### src/rtl/router_fifo_if.sv
// rtl/router_fifo_if.sv - write/read handshake bundle between the register stage and the port FIFO.
interface router_fifo_if #(parameter int WIDTH = 8);
  logic             write_enb;
  logic             lfd_state;
  logic [WIDTH-1:0] data_in;
  logic             read_enb;
  logic [WIDTH-1:0] data_out;
  logic             hdr_out;
  logic             pkt_done;
  logic             full;
  logic             empty;
  logic             overflow;

  modport master (
    output write_enb, lfd_state, data_in, read_enb,
    input  data_out, hdr_out, pkt_done, full, empty, overflow
  );

  modport slave (
    input  write_enb, lfd_state, data_in, read_enb,
    output data_out, hdr_out, pkt_done, full, empty, overflow
  );
endinterface

### src/rtl/router_fifo.sv
// rtl/router_fifo.sv - per-port packet FIFO with header tags and parity-read pulse.
// Optional sticky write-while-full flag: define ROUTER_FIFO_OVF_EN.
module router_fifo #(
  parameter int DEPTH = 16,
  parameter int WIDTH = 8
) (
  input logic          clk,
  input logic          reset,
  input logic          soft_reset,
  router_fifo_if.slave bus
);
  localparam int AW = $clog2(DEPTH);
  localparam logic [AW:0] PTR_ONE = (AW+1)'(1);

  logic [WIDTH:0] mem [DEPTH];
  logic [AW:0]    wptr;
  logic [AW:0]    rptr;
  logic [6:0]     pkt_cnt;
  logic [WIDTH:0] rd_word;
  logic           wr_ok;
  logic           rd_ok;

  assign bus.empty = (wptr == rptr);
  assign bus.full  = (wptr[AW-1:0] == rptr[AW-1:0]) && (wptr[AW] != rptr[AW]);
  assign wr_ok     = bus.write_enb && !bus.full;
  assign rd_ok     = bus.read_enb && !bus.empty;
  assign rd_word   = mem[rptr[AW-1:0]];

  // A flush leaves the array intact; only a hard reset scrubs it.
  always_ff @(posedge clk) begin
    if (reset) begin
      for (int i = 0; i < DEPTH; i++) mem[i] <= '0;
    end else if (!soft_reset && wr_ok) begin
      mem[wptr[AW-1:0]] <= {bus.lfd_state, bus.data_in};
    end
  end

  always_ff @(posedge clk) begin
    if (reset || soft_reset) begin
      wptr         <= '0;
      rptr         <= '0;
      pkt_cnt      <= '0;
      bus.data_out <= '0;
      bus.hdr_out  <= 1'b0;
      bus.pkt_done <= 1'b0;
    end else begin
      bus.pkt_done <= 1'b0;
      if (wr_ok) wptr <= wptr + PTR_ONE;
      if (rd_ok) begin
        rptr         <= rptr + PTR_ONE;
        bus.data_out <= rd_word[WIDTH-1:0];
        bus.hdr_out  <= rd_word[WIDTH];
        // Header length field counts payload bytes; +1 covers the parity byte.
        if (rd_word[WIDTH]) begin
          pkt_cnt <= {1'b0, rd_word[7:2]} + 7'd1;
        end else if (pkt_cnt != 7'd0) begin
          pkt_cnt      <= pkt_cnt - 7'd1;
          bus.pkt_done <= (pkt_cnt == 7'd1);
        end
      end
    end
  end

`ifdef ROUTER_FIFO_OVF_EN
  logic ovf_q;

  always_ff @(posedge clk) begin
    if (reset) begin
      ovf_q <= 1'b0;
    end else if (bus.write_enb && bus.full && !soft_reset) begin
      ovf_q <= 1'b1;
    end
  end

  assign bus.overflow = ovf_q;
`else
  assign bus.overflow = 1'b0;
`endif
endmodule

### src/flat_wrapper.sv
// flat-port wrapper written by rule: the top's interface ports become plain ports
module router_fifo_flat 
#(
  parameter int DEPTH = 16,
  parameter int WIDTH = 8
)
  (clk, reset, soft_reset, bus_write_enb, bus_lfd_state, bus_data_in, bus_read_enb, bus_data_out, bus_hdr_out, bus_pkt_done, bus_full, bus_empty, bus_overflow);
  router_fifo_if #(.WIDTH(WIDTH)) bus_i ();
  input logic clk;
  input logic reset;
  input logic soft_reset;
  input wire logic [$bits(bus_i.write_enb)-1:0] bus_write_enb;
  input wire logic [$bits(bus_i.lfd_state)-1:0] bus_lfd_state;
  input wire logic [$bits(bus_i.data_in)-1:0] bus_data_in;
  input wire logic [$bits(bus_i.read_enb)-1:0] bus_read_enb;
  output wire logic [$bits(bus_i.data_out)-1:0] bus_data_out;
  output wire logic [$bits(bus_i.hdr_out)-1:0] bus_hdr_out;
  output wire logic [$bits(bus_i.pkt_done)-1:0] bus_pkt_done;
  output wire logic [$bits(bus_i.full)-1:0] bus_full;
  output wire logic [$bits(bus_i.empty)-1:0] bus_empty;
  output wire logic [$bits(bus_i.overflow)-1:0] bus_overflow;
  assign bus_i.write_enb = bus_write_enb;
  assign bus_i.lfd_state = bus_lfd_state;
  assign bus_i.data_in = bus_data_in;
  assign bus_i.read_enb = bus_read_enb;
  assign bus_data_out = bus_i.data_out;
  assign bus_hdr_out = bus_i.hdr_out;
  assign bus_pkt_done = bus_i.pkt_done;
  assign bus_full = bus_i.full;
  assign bus_empty = bus_i.empty;
  assign bus_overflow = bus_i.overflow;
  router_fifo #(.DEPTH(DEPTH), .WIDTH(WIDTH)) u_core (.clk(clk), .reset(reset), .soft_reset(soft_reset), .bus(bus_i));
endmodule
### config.mk
export PLATFORM = sky130hd
export DESIGN_NAME = router_fifo_flat
export DESIGN_NICKNAME = d
export VERILOG_FILES = /design/src/rtl/router_fifo_if.sv /design/src/rtl/router_fifo.sv /design/src/flat_wrapper.sv
export SDC_FILE = /design/constraint.sdc
export NUM_CORES = 1
export LEC_CHECK = 0
export BUFFER_PORTS_ARGS = -buffer_cell sky130_fd_sc_hd__buf_2
export CAP_MARGIN = 30
export CORE_ASPECT_RATIO = 0.9
export CORE_MARGIN = 4
export CORE_UTILIZATION = 50
export DETAILED_ROUTE_END_ITERATION = 16
export GPL_TIMING_DRIVEN = 0
export MAX_ROUTING_LAYER = met4
export PLACE_DENSITY = 0.7
export SYNTH_ARGS = -nofsm -noshare
export SYNTH_HDL_FRONTEND = slang
export SYNTH_SLANG_ARGS = --single-unit
### constraint.sdc
create_clock -name clk -period 4.5 [get_ports clk]
set_input_delay 0.9 -clock clk [delete_from_list [all_inputs] [get_ports clk]]
set_output_delay 0.9 -clock clk [all_outputs]
set_load 0.05 [all_outputs]
* Yosys cells after proc, flatten, opt, wreduce, memory -nomap -nowiden
Memories as Yosys holds them, arrays and structs flattened. A register that Yosys moved wholly into a read port is not among the register bits. Cells that the tools add are included.
Cells by class: add/subtract/negate cells 4, equality and inequality tests 4, muxes and demuxes 12, bitwise gates (word level) 2, reduce and logical (&&, ||, !) cells 13
Operators by type and width (count):
- $mux W7 | 2
- $mux W4 | 3
- $add A5 B1 Y5 const B | 2
- $mux W9 | 1
- $reduce_or A9 Y1 | 1
- $add A6 B1 Y7 const B | 1
- $eq A7 B1 Y1 const B | 1
- $reduce_bool A7 Y1 | 1
- $sub A7 B1 Y7 const B | 1
- $mux W1 | 6
- $eq A5 B5 Y1 | 1
- $eq A4 B4 Y1 | 1
- $logic_and A1 B1 Y1 | 4
- $reduce_or A4 Y1 | 1
- $logic_not A1 Y1 | 3
- $not A1 Y1 | 2
- $reduce_and A2 Y1 | 1
- $reduce_bool A2 Y1 | 1
- $logic_or A1 B1 Y1 | 1
- $ne A1 B1 Y1 | 1
Storage, ports and cells: register bits 27, RAM bits 144, input port bits 14, logic and storage cells 42, memories 1
Memory list:
- u_core.mem | words 16, width 9, read ports 1, clocked after Yosys merged registers in 1, wr ports 16, RTL line router_fifo.sv:15 | logic [WIDTH:0] mem [DEPTH];

* Longest topological paths before layout
Gate-level depths: netlist of run 1.
depth after elaboration 10, mapped depth 10

* Least setup slack after synthesis of run 1
Ideal clock, no wire load.
path type input-to-reg, from input soft_reset, to memory u_core.mem[1][0] (netlist name) (enable), library setup time 0.313 ns, arrival time 2.046 ns, data required time 4.187 ns, slack 2.142 ns, stages on the path 4, path buffers 0, cell sequence nor2_1 > nand3_1 > nor3_1 > or2_2
RTL lines:
- start, declared | RTL line flat_wrapper.sv:11 | input logic soft_reset;
- end, declared | RTL line router_fifo.sv:15

==> results.txt, run 1 <==
The post-cts sizing count is 0. The maximum number of buffers from clock root to sink is 2. The power consumption came out at 3.365 mW. The synthesized instance count came out at 590.

The top cell type by total area after synthesis is sky130_fd_sc_hd__edfxtp_1. The count of fill cells added during filler insertion is 1271. The floorplan core area is 15600 um^2.

The remaining max-slew budget at the tightest pin is 0.4436. The clock tree from TritonCTS is built. The sequential fraction of the synthesis area is 0.6128. Dividing the final minimum period by the clock period gives 0.6709. Setup repair after global routing left no endpoint under its margin.

The via count is 4954. Summed over all nets, the switching power comes to 0.7551 mW. The flop-to-flop setup slack is 1.48 ns. The clock network power share is 0.410.

The count of synthesis-stage warnings from yosys is 0. After synthesis, the share of flip-flops with an asynchronous set or reset is 0. The number of pins with negative max-slew slack in the final report is 0. After clock tree synthesis, the setup repair step added 0 buffers.

The half-perimeter wire length of the detailed placement result is 12.93 mm. The tree is rooted in a sky130_fd_sc_hd__clkbuf_16. The initial utilization of the core area, before any placement, comes to 0.5172. The clock drives 175 sinks. The I/O pin total came out at 27. The internal power of the cells totals 2.610 mW. The startpoint of the lowest-slack hold path is u_core.bus.data_out[2]$_SDFFE_PP0P_. The number of distinct library cells after synthesis came out at 43. The clock network latency to the later pin of the worst-skew pair came out at 0.44 ns. The delay of the slowest critical-path stage came out at 0.61 ns.

The worst path buffer plus inverter count is 2. The clock tree skew after final layout came out at 0.007756 ns. The die covers 18240 um^2. In the final layout, the share of cells above drive strength 1 is 0.1997. In this run the static leakage power is 3.242 nW. For the worst setup path, the data required time is 4.80 ns. The critical path goes through buf_2 > clkbuf_1 > mux4_2 > a22oi_1 > nand3_1 > ha_1 > xor2_1 > o21ai_0 > a21oi_1.

Along the worst hold path, the cell count comes to 2. The number of remaining DRC errors came out at 0. The maximum number of pins on one net before global-route repair is 17. The number of antenna diodes in the final layout is 0.

The post-detailed-route wirelength per cell came out at 21.28 um. Data on the critical path arrives at its endpoint at 3.32 ns. The mapped cell area is 8069 um^2. The critical-path cell with the highest stage delay is sky130_fd_sc_hd__clkbuf_1. The number of maximum-capacitance violations came out at 0. The synthesized design contains 144 enable-type register cells. The most used flip-flop cell after synthesis is sky130_fd_sc_hd__edfxtp_1. The number of hold violations in the final report came out at 0. The overall fraction of global-route tracks in use is 0.2209. The via count normalized by instance count is 5.808.

The DRC violation total after the first TritonRoute iteration is 456. After synthesis, the cell types taking the most area are sky130_fd_sc_hd__edfxtp_1 54%, sky130_fd_sc_hd__and2_1 11%, sky130_fd_sc_hd__mux4_2 11%. The layout overhead on the synthesized area came out at 11.72%. The share of total power dissipated in sequential elements is 0.538.

The logic gate share of total power came out at 0.052. The number of flip-flops and latches in the synthesized netlist is 175. The depth of the most critical reg-to-reg path is 9. Across the whole layout, storage elements account for 4945 um^2. Of the post-synthesis cell area, the dominant cell type holds 0.5359. The first detailed-routing pass took 5 iterations. Hold is met by 0.4561 ns. The die extent in x came out at 141.9 um.

The areal power density over the cells is 373.3 nW/um^2. The number of buffers inserted by port buffering came out at 25. In this run the worst path has a maximum fanout of 10.

The summed negative setup slack over all endpoints came out at 0 ns. Derived from the worst setup path, the maximum achievable clock frequency is 331.2 MHz. The final weighted congestion in routability-driven placement came out at 0.8342. The destination of the worst hold path is u_core.bus.data_out[2]$_SDFFE_PP0P_. The standard-cell row count is 43. The global-route wire length before repair is 28.75 mm. The synthesized net count came out at 612. The count of hold buffers inserted by post-cts repair is 0. The initial antenna violation count came to 0.

The global route total overflow came out at 0. The multi-input combinational cell area is 2944 um^2. The number of global-route vias before repair came out at 5096.

In the synthesized netlist, the cells that appear most often are 145 x sky130_fd_sc_hd__and2_1, 144 x sky130_fd_sc_hd__edfxtp_1, 38 x sky130_fd_sc_hd__mux4_2, 33 x sky130_fd_sc_hd__nand2_1, 31 x sky130_fd_sc_hd__dfxtp_1. Clock-pin slew was measured on the worst setup and hold paths at 0.06 ns. The overall routed net length is 18.15 mm. In this run the worst hold path is classified as reg -> reg.

The mean area per synthesized cell is 13.68 um^2. The number of clock buffers added by TritonCTS is 17. The kind of end point of the critical path is a flip-flop. The worst ir drop on vdd is 266.4 uV.

The flow ran to the end, and the final reports show no timing, DRC or antenna violations. By startpoint and endpoint, the worst setup path is classified as reg -> reg. Of the total power, the share spent switching nets is 0.2244. The kind of start point of the critical path is a flip-flop. The endpoint identified for the worst register-to-register timing path is u_core.pkt_cnt[2]$_SDFFE_PP0P_. Grouping stages by cell kind, the critical path spends the most delay in buffers and inverters.

The slew of the pin with the lowest slew margin is 0.8316 ns. The shortest clock period the worst path allows after layout came out at 3.019 ns. The number of failing setup endpoints in the final timing report is 0. The residual antenna-violating net count after detailed routing came out at 0.

After the last flow step, the layout net total stands at 660. The floorplan die height came out at 128.5 um. Among all cell types in the netlist, the one instantiated most often is sky130_fd_sc_hd__and2_1. In this run the number of H-tree levels came out at 4.
[worst min-delay path: cells and delay by family (launching register included)]
family	cells	cell delay, ns
compound gates	1	0.05
flops	1	0.31
simple gates	1	0.05
[sequential cells by signal, indices dropped and copies added (netlist names), named ones only]
signal	cells
u_core.bus.data_out	8
u_core.bus.hdr_out	1
u_core.bus.pkt_done	1
u_core.mem	144
u_core.pkt_cnt	7
u_core.rptr	5
u_core.wptr	5
[worst max path at each step]
stage	startpoint	end	slack, ns	depth (start not counted)
3_5_place_dp	reset	u_core.mem[7][0]$_SDFFCE_PN0P_	1.27	5
4_1_cts	flip-flop	u_core.pkt_cnt[2]$_SDFFE_PP0P_	1.45	9
6_report	flip-flop	u_core.pkt_cnt[2]$_SDFFE_PP0P_	1.48	9
3_3_place_gp	reset	u_core.mem[3][4]$_SDFFCE_PN0P_	0.98	5
5_1_grt	flip-flop	u_core.pkt_cnt[2]$_SDFFE_PP0P_	1.28	9
2_1_floorplan	soft_reset	u_core.mem[1][0]$_SDFFCE_PN0P_	2.14	4
[cells by family after synthesis]
logic type                 share of synthesized area
AOI/OAI and AO/OA                            0.03008
xor gates and xnor gates                     0.01737
adders and majority gates                    0.01241
buffers and inverters                        0.02233
DFF                                           0.6128
muxes                                         0.1138
other                                      0.0004647
and+or+nand+nor                               0.1907
[placed cells by master (no fill, tap or decap), types with 8 or more instances in the layout]
| master | n |
|---|---|
| sky130_fd_sc_hd__nand3_1 | 22 |
| sky130_fd_sc_hd__nand2_1 | 33 |
| sky130_fd_sc_hd__xor2_1 | 9 |
| sky130_fd_sc_hd__ha_1 | 8 |
| sky130_fd_sc_hd__nor2_1 | 30 |
| sky130_fd_sc_hd__or2_2 | 17 |
| sky130_fd_sc_hd__and2_1 | 145 |
| sky130_fd_sc_hd__mux4_2 | 38 |
| sky130_fd_sc_hd__buf_2 | 36 |
| sky130_fd_sc_hd__clkbuf_1 | 17 |
| sky130_fd_sc_hd__dfxtp_1 | 31 |
| sky130_fd_sc_hd__clkbuf_16 | 17 |
| sky130_fd_sc_hd__edfxtp_1 | 144 |
| sky130_fd_sc_hd__o21ai_0 | 8 |
| sky130_fd_sc_hd__a21oi_1 | 19 |
[metal layers]
metal	GRT usage	wire, um	up-vias
li1	-	-	2252
met1	0.2825	7676	2506
met2	0.3519	9066	166
met3	0.05203	1074	30
met4	0.07223	332	0
met5	-	0	-
[through the flow]
stage	instances	cell area [um^2]	setup slack, ns	utilization
after floorplan	590	8069	2.142	-
after global placement	817	8447	0.9800	0.5414
after detailed placement	821	8469	1.272	0.5428
after CTS	853	9015	1.455	0.5778
after global routing	853	9015	1.279	0.5778
final	853	9015	1.481	0.5778
[power by group through the flow]
stage	Clock (mW)	Combinational (mW)	Sequential, mW
after CTS	1.39	0.176	1.81
final	1.38	0.175	1.81
after detailed placement	0	0.175	1.84
after global routing	1.46	0.190	1.81
after floorplan	0	0.112	1.84
after global placement	0	0.171	1.84
[layout make-up]
class,instances,area share
clock buffer,17,0.04719
multi-input combinational,380,0.3266
inverter,4,0.001666
tap,202,0.02804
buffer,31,0.01832
timing repair buffer,29,0.01638
clock inverter,15,0.01332
sequential,175,0.5485
Note: power is estimated with default switching activity, not from simulation.
==> run 2: changes to the inputs <==
- clock period: 4.5 -> 2.9 ns (I/O delays scaled with it)
==> results.txt, run 2 (same netlist as run 1, synthesis figures left out) <==
The overall fraction of global-route tracks in use came to 0.2209 (unchanged). The via count normalized by instance count came to 5.805 (about the same). The clock network latency to the later pin of the worst-skew pair is 0.44 ns (about the same). The tree is rooted in a sky130_fd_sc_hd__clkbuf_16. The register with the highest flop count is u_core.mem. The number of failing setup endpoints in the final timing report is 0 (unchanged). The shortest clock period the worst path allows after layout came out at 2.874 ns (-0.1452 ns). The slew of the pin with the lowest slew margin came out at 0.8333 ns (+0.001725 ns). The leakage power came out at 3.240 nW (about the same). The initial core utilization is 0.5172 (unchanged). The die footprint is 18240 um^2 (unchanged).

The DRC violation total after the first TritonRoute iteration is 416 (-8.8%). The half-perimeter wire length of the detailed placement result is 12.93 mm (unchanged). The depth of the most critical reg-to-reg path came out at 9 (unchanged). The worst path arrival time came out at 2.98 ns (-0.34 ns). Tracing the worst setup path back leads to its startpoint at u_core.wptr[2]$_SDFFE_PP0P_.

The residual antenna-violating net count after detailed routing is 0 (unchanged). The via count is 4946 (-0.16%). The number of flip-flops under the largest register name is 144 (unchanged). The met2 demand-to-capacity share in global routing came out at 0.3519 (unchanged). The number of H-tree levels came to 4 (unchanged).

The end of the worst register-to-register path is u_core.mem[2][5]$_SDFFCE_PN0P_. The final instance count without filler cells came out at 852 (-0.12%). The summed negative setup slack over all endpoints was 0 ns (unchanged).

The top cell types in the final layout, fill and taps aside, are 145 x sky130_fd_sc_hd__and2_1, 144 x sky130_fd_sc_hd__edfxtp_1, 38 x sky130_fd_sc_hd__mux4_2, 35 x sky130_fd_sc_hd__buf_2, 33 x sky130_fd_sc_hd__nand2_1. The layout overhead on the synthesized area came out at 11.89%. The overall routed net length is 18.30 mm (+0.84%). The number of pins with negative max-slew slack in the final report came to 0 (unchanged).

The maximum number of pins on one net before global-route repair is 17 (unchanged). The ratio of cells with drive above 1 in the final layout was 0.2092 (+0.009538). The final net count came out at 659 (-0.15%).

The peak clock frequency supported by timing is 347.9 MHz (+5.1%). The clock tree skew after final layout is 0.01080 ns (+0.003045 ns). The flop-to-flop setup slack came out at 0.03 ns (-1.45 ns). The worst setup path is launched from a flip-flop.

The number of remaining DRC errors is 0 (unchanged). The total inserted antenna cells came out at 0 (unchanged). The required time of the worst setup path came out at 3.00 ns (-1.80 ns). The worst ir drop on vdd is 408.5 uV (+53%). The maximum number of buffers from clock root to sink was 2 (unchanged). The layer flagged by global routing as most heavily used is met2. The ratio of final minimum period to clock period came out at 0.9911 (+0.3201). The register clock-pin slew on the reported worst setup and hold paths came out at 0.06 ns (about the same).

The clock tree from TritonCTS is built. The I/O pin total is 27 (unchanged). The number of global-route vias before repair is 5096 (unchanged). Setup repair after global routing could not meet its margin everywhere. The die extent in x was 141.9 um (unchanged). The number of buffers inserted by port buffering is 25 (unchanged). The register area is 4945 um^2 (unchanged). The final weighted congestion in routability-driven placement is 0.8342 (unchanged). The global-route wire length before repair came out at 28.75 mm (unchanged). The initial antenna violation count came out at 0 (unchanged). The floorplan core area is 15600 um^2 (unchanged). The global route total overflow came out at 0 (unchanged). The critical path in this run is classified as reg -> reg. The number of iterations in the first detailed-routing pass is 5 (unchanged). The met3 global-route usage is 0.05203 (unchanged). The number of hold violations in the final report came to 0 (unchanged).

In the final layout, the registers with the most flip-flops are u_core.mem (144), u_core.bus.data_out (8), u_core.pkt_cnt (7). The count of fill cells added during filler insertion came out at 1268 (-0.24%). The sink count of the clock tree is 175 (unchanged). The number of cells in the design after placement is 821 (unchanged). The floorplan die height is 128.5 um (unchanged). The met1 usage came out at 0.2825 (unchanged). Leaving out fill and tap cells, the most frequent cell in the layout is sky130_fd_sc_hd__and2_1. The critical path ends at u_core.mem[2][5]$_SDFFCE_PN0P_.

The multi-input combinational cell area came out at 2959 um^2 (+0.51%). The remaining max-slew budget at the tightest pin is 0.4424 (-0.001154). The count of hold buffers inserted by post-cts repair is 0 (unchanged).

The clock buffer count from CTS is 17 (unchanged). In this run the critical register-to-register path is launched from u_core.wptr[2]$_SDFFE_PP0P_. The post-detailed-route wirelength per cell came out at 21.48 um (+0.96%). The tightest min-delay check is of the reg -> reg type. The number of maximum-capacitance violations came to 0 (unchanged).

The critical-path maximum fanout is 10 (unchanged). The areal power density over the cells came out at 578.1 nW/um^2 (+55%). The standard-cell row count is 43 (unchanged). The number of buffers inserted by post-CTS setup repair came out at 0 (unchanged).

The run finished with clean final reports. STA classifies the critical path endpoint as a flip-flop.
==> run 2: per-stage QoR <==
stage | instance area (um^2) | util | setup WS (ns) | hold WS (ns) | total power, mW
after global routing | 9029 | 0.5787 | -0.1485 | 0.4897 | 5.375
final | 9029 | 0.5787 | 0.02593 | 0.4567 | 5.219
after CTS | 9016 | 0.5779 | 0.08670 | 0.4578 | 5.238
after global placement | 8447 | 0.5414 | -0.3000 | 0.4475 | 3.121
after floorplan | 8069 | - | 0.6493 | 0.4523 | 3.030
after detailed placement | 8469 | 0.5428 | -0.1413 | 0.4490 | 3.134
==> run 2: cell type report <==
type,instances,share of cell area
buffer,30,0.01815
clock buffer,17,0.04712
clock inverter,15,0.01330
inverter,4,0.001663
multi-input combinational,380,0.3277
sequential,175,0.5477
tap,202,0.02799
timing repair buffer,29,0.01635
==> run 2: layer usage <==
metal	part of all wire	up-vias
met4	0.015	0
li1	-	2242
met1	0.43	2518
met3	0.052	22
met2	0.50	164
met5	0	-
==> run 2: worst min-delay path by stage <==
stage / start / endpoint / slack, ns / cells past startpoint
after floorplan: u_core.pkt_cnt[6]$_SDFFE_PP0P_ / u_core.pkt_cnt[6]$_SDFFE_PP0P_ / 0.45 / 2
after global placement: u_core.bus.hdr_out$_SDFFE_PP0P_ / u_core.bus.hdr_out$_SDFFE_PP0P_ / 0.45 / 2
after detailed placement: u_core.bus.data_out[6]$_SDFFE_PP0P_ / u_core.bus.data_out[6]$_SDFFE_PP0P_ / 0.45 / 2
after CTS: u_core.bus.data_out[6]$_SDFFE_PP0P_ / u_core.bus.data_out[6]$_SDFFE_PP0P_ / 0.46 / 2
after global routing: u_core.bus.data_out[6]$_SDFFE_PP0P_ / u_core.bus.data_out[6]$_SDFFE_PP0P_ / 0.49 / 2
final: u_core.bus.data_out[2]$_SDFFE_PP0P_ / u_core.bus.data_out[2]$_SDFFE_PP0P_ / 0.46 / 2
==> run 2: worst max-delay path, cell delays in order (launching register included) <==
cell	delay [ns]
sky130_fd_sc_hd__dfxtp_1	0.30
sky130_fd_sc_hd__buf_2	0.22
sky130_fd_sc_hd__xnor2_1	0.10
sky130_fd_sc_hd__nand4_1	0.19
sky130_fd_sc_hd__o21a_1	0.14
sky130_fd_sc_hd__buf_2	0.19
sky130_fd_sc_hd__nand3_1	0.25
sky130_fd_sc_hd__nor3_1	0.54
sky130_fd_sc_hd__buf_2	0.29
sky130_fd_sc_hd__or2_2	0.32
==> run 2: timing repair <==
| action | 4_1_cts | 5_1_grt |
|---|---|---|
| endpoints found under the setup margin | 3 | 107 |
| gates cloned | 0 | 0 |
| gates resized for setup | 1 | 8 |
==> run 2: where the power goes <==
part           leakage (nW)  total [mW]  switching (mW)  internal [mW]
logic                  1.25       0.272           0.179         0.0930
clock network         0.256        2.14           0.968           1.17
registers              1.74        2.81          0.0226           2.79
total                  3.24        5.22            1.17           4.05
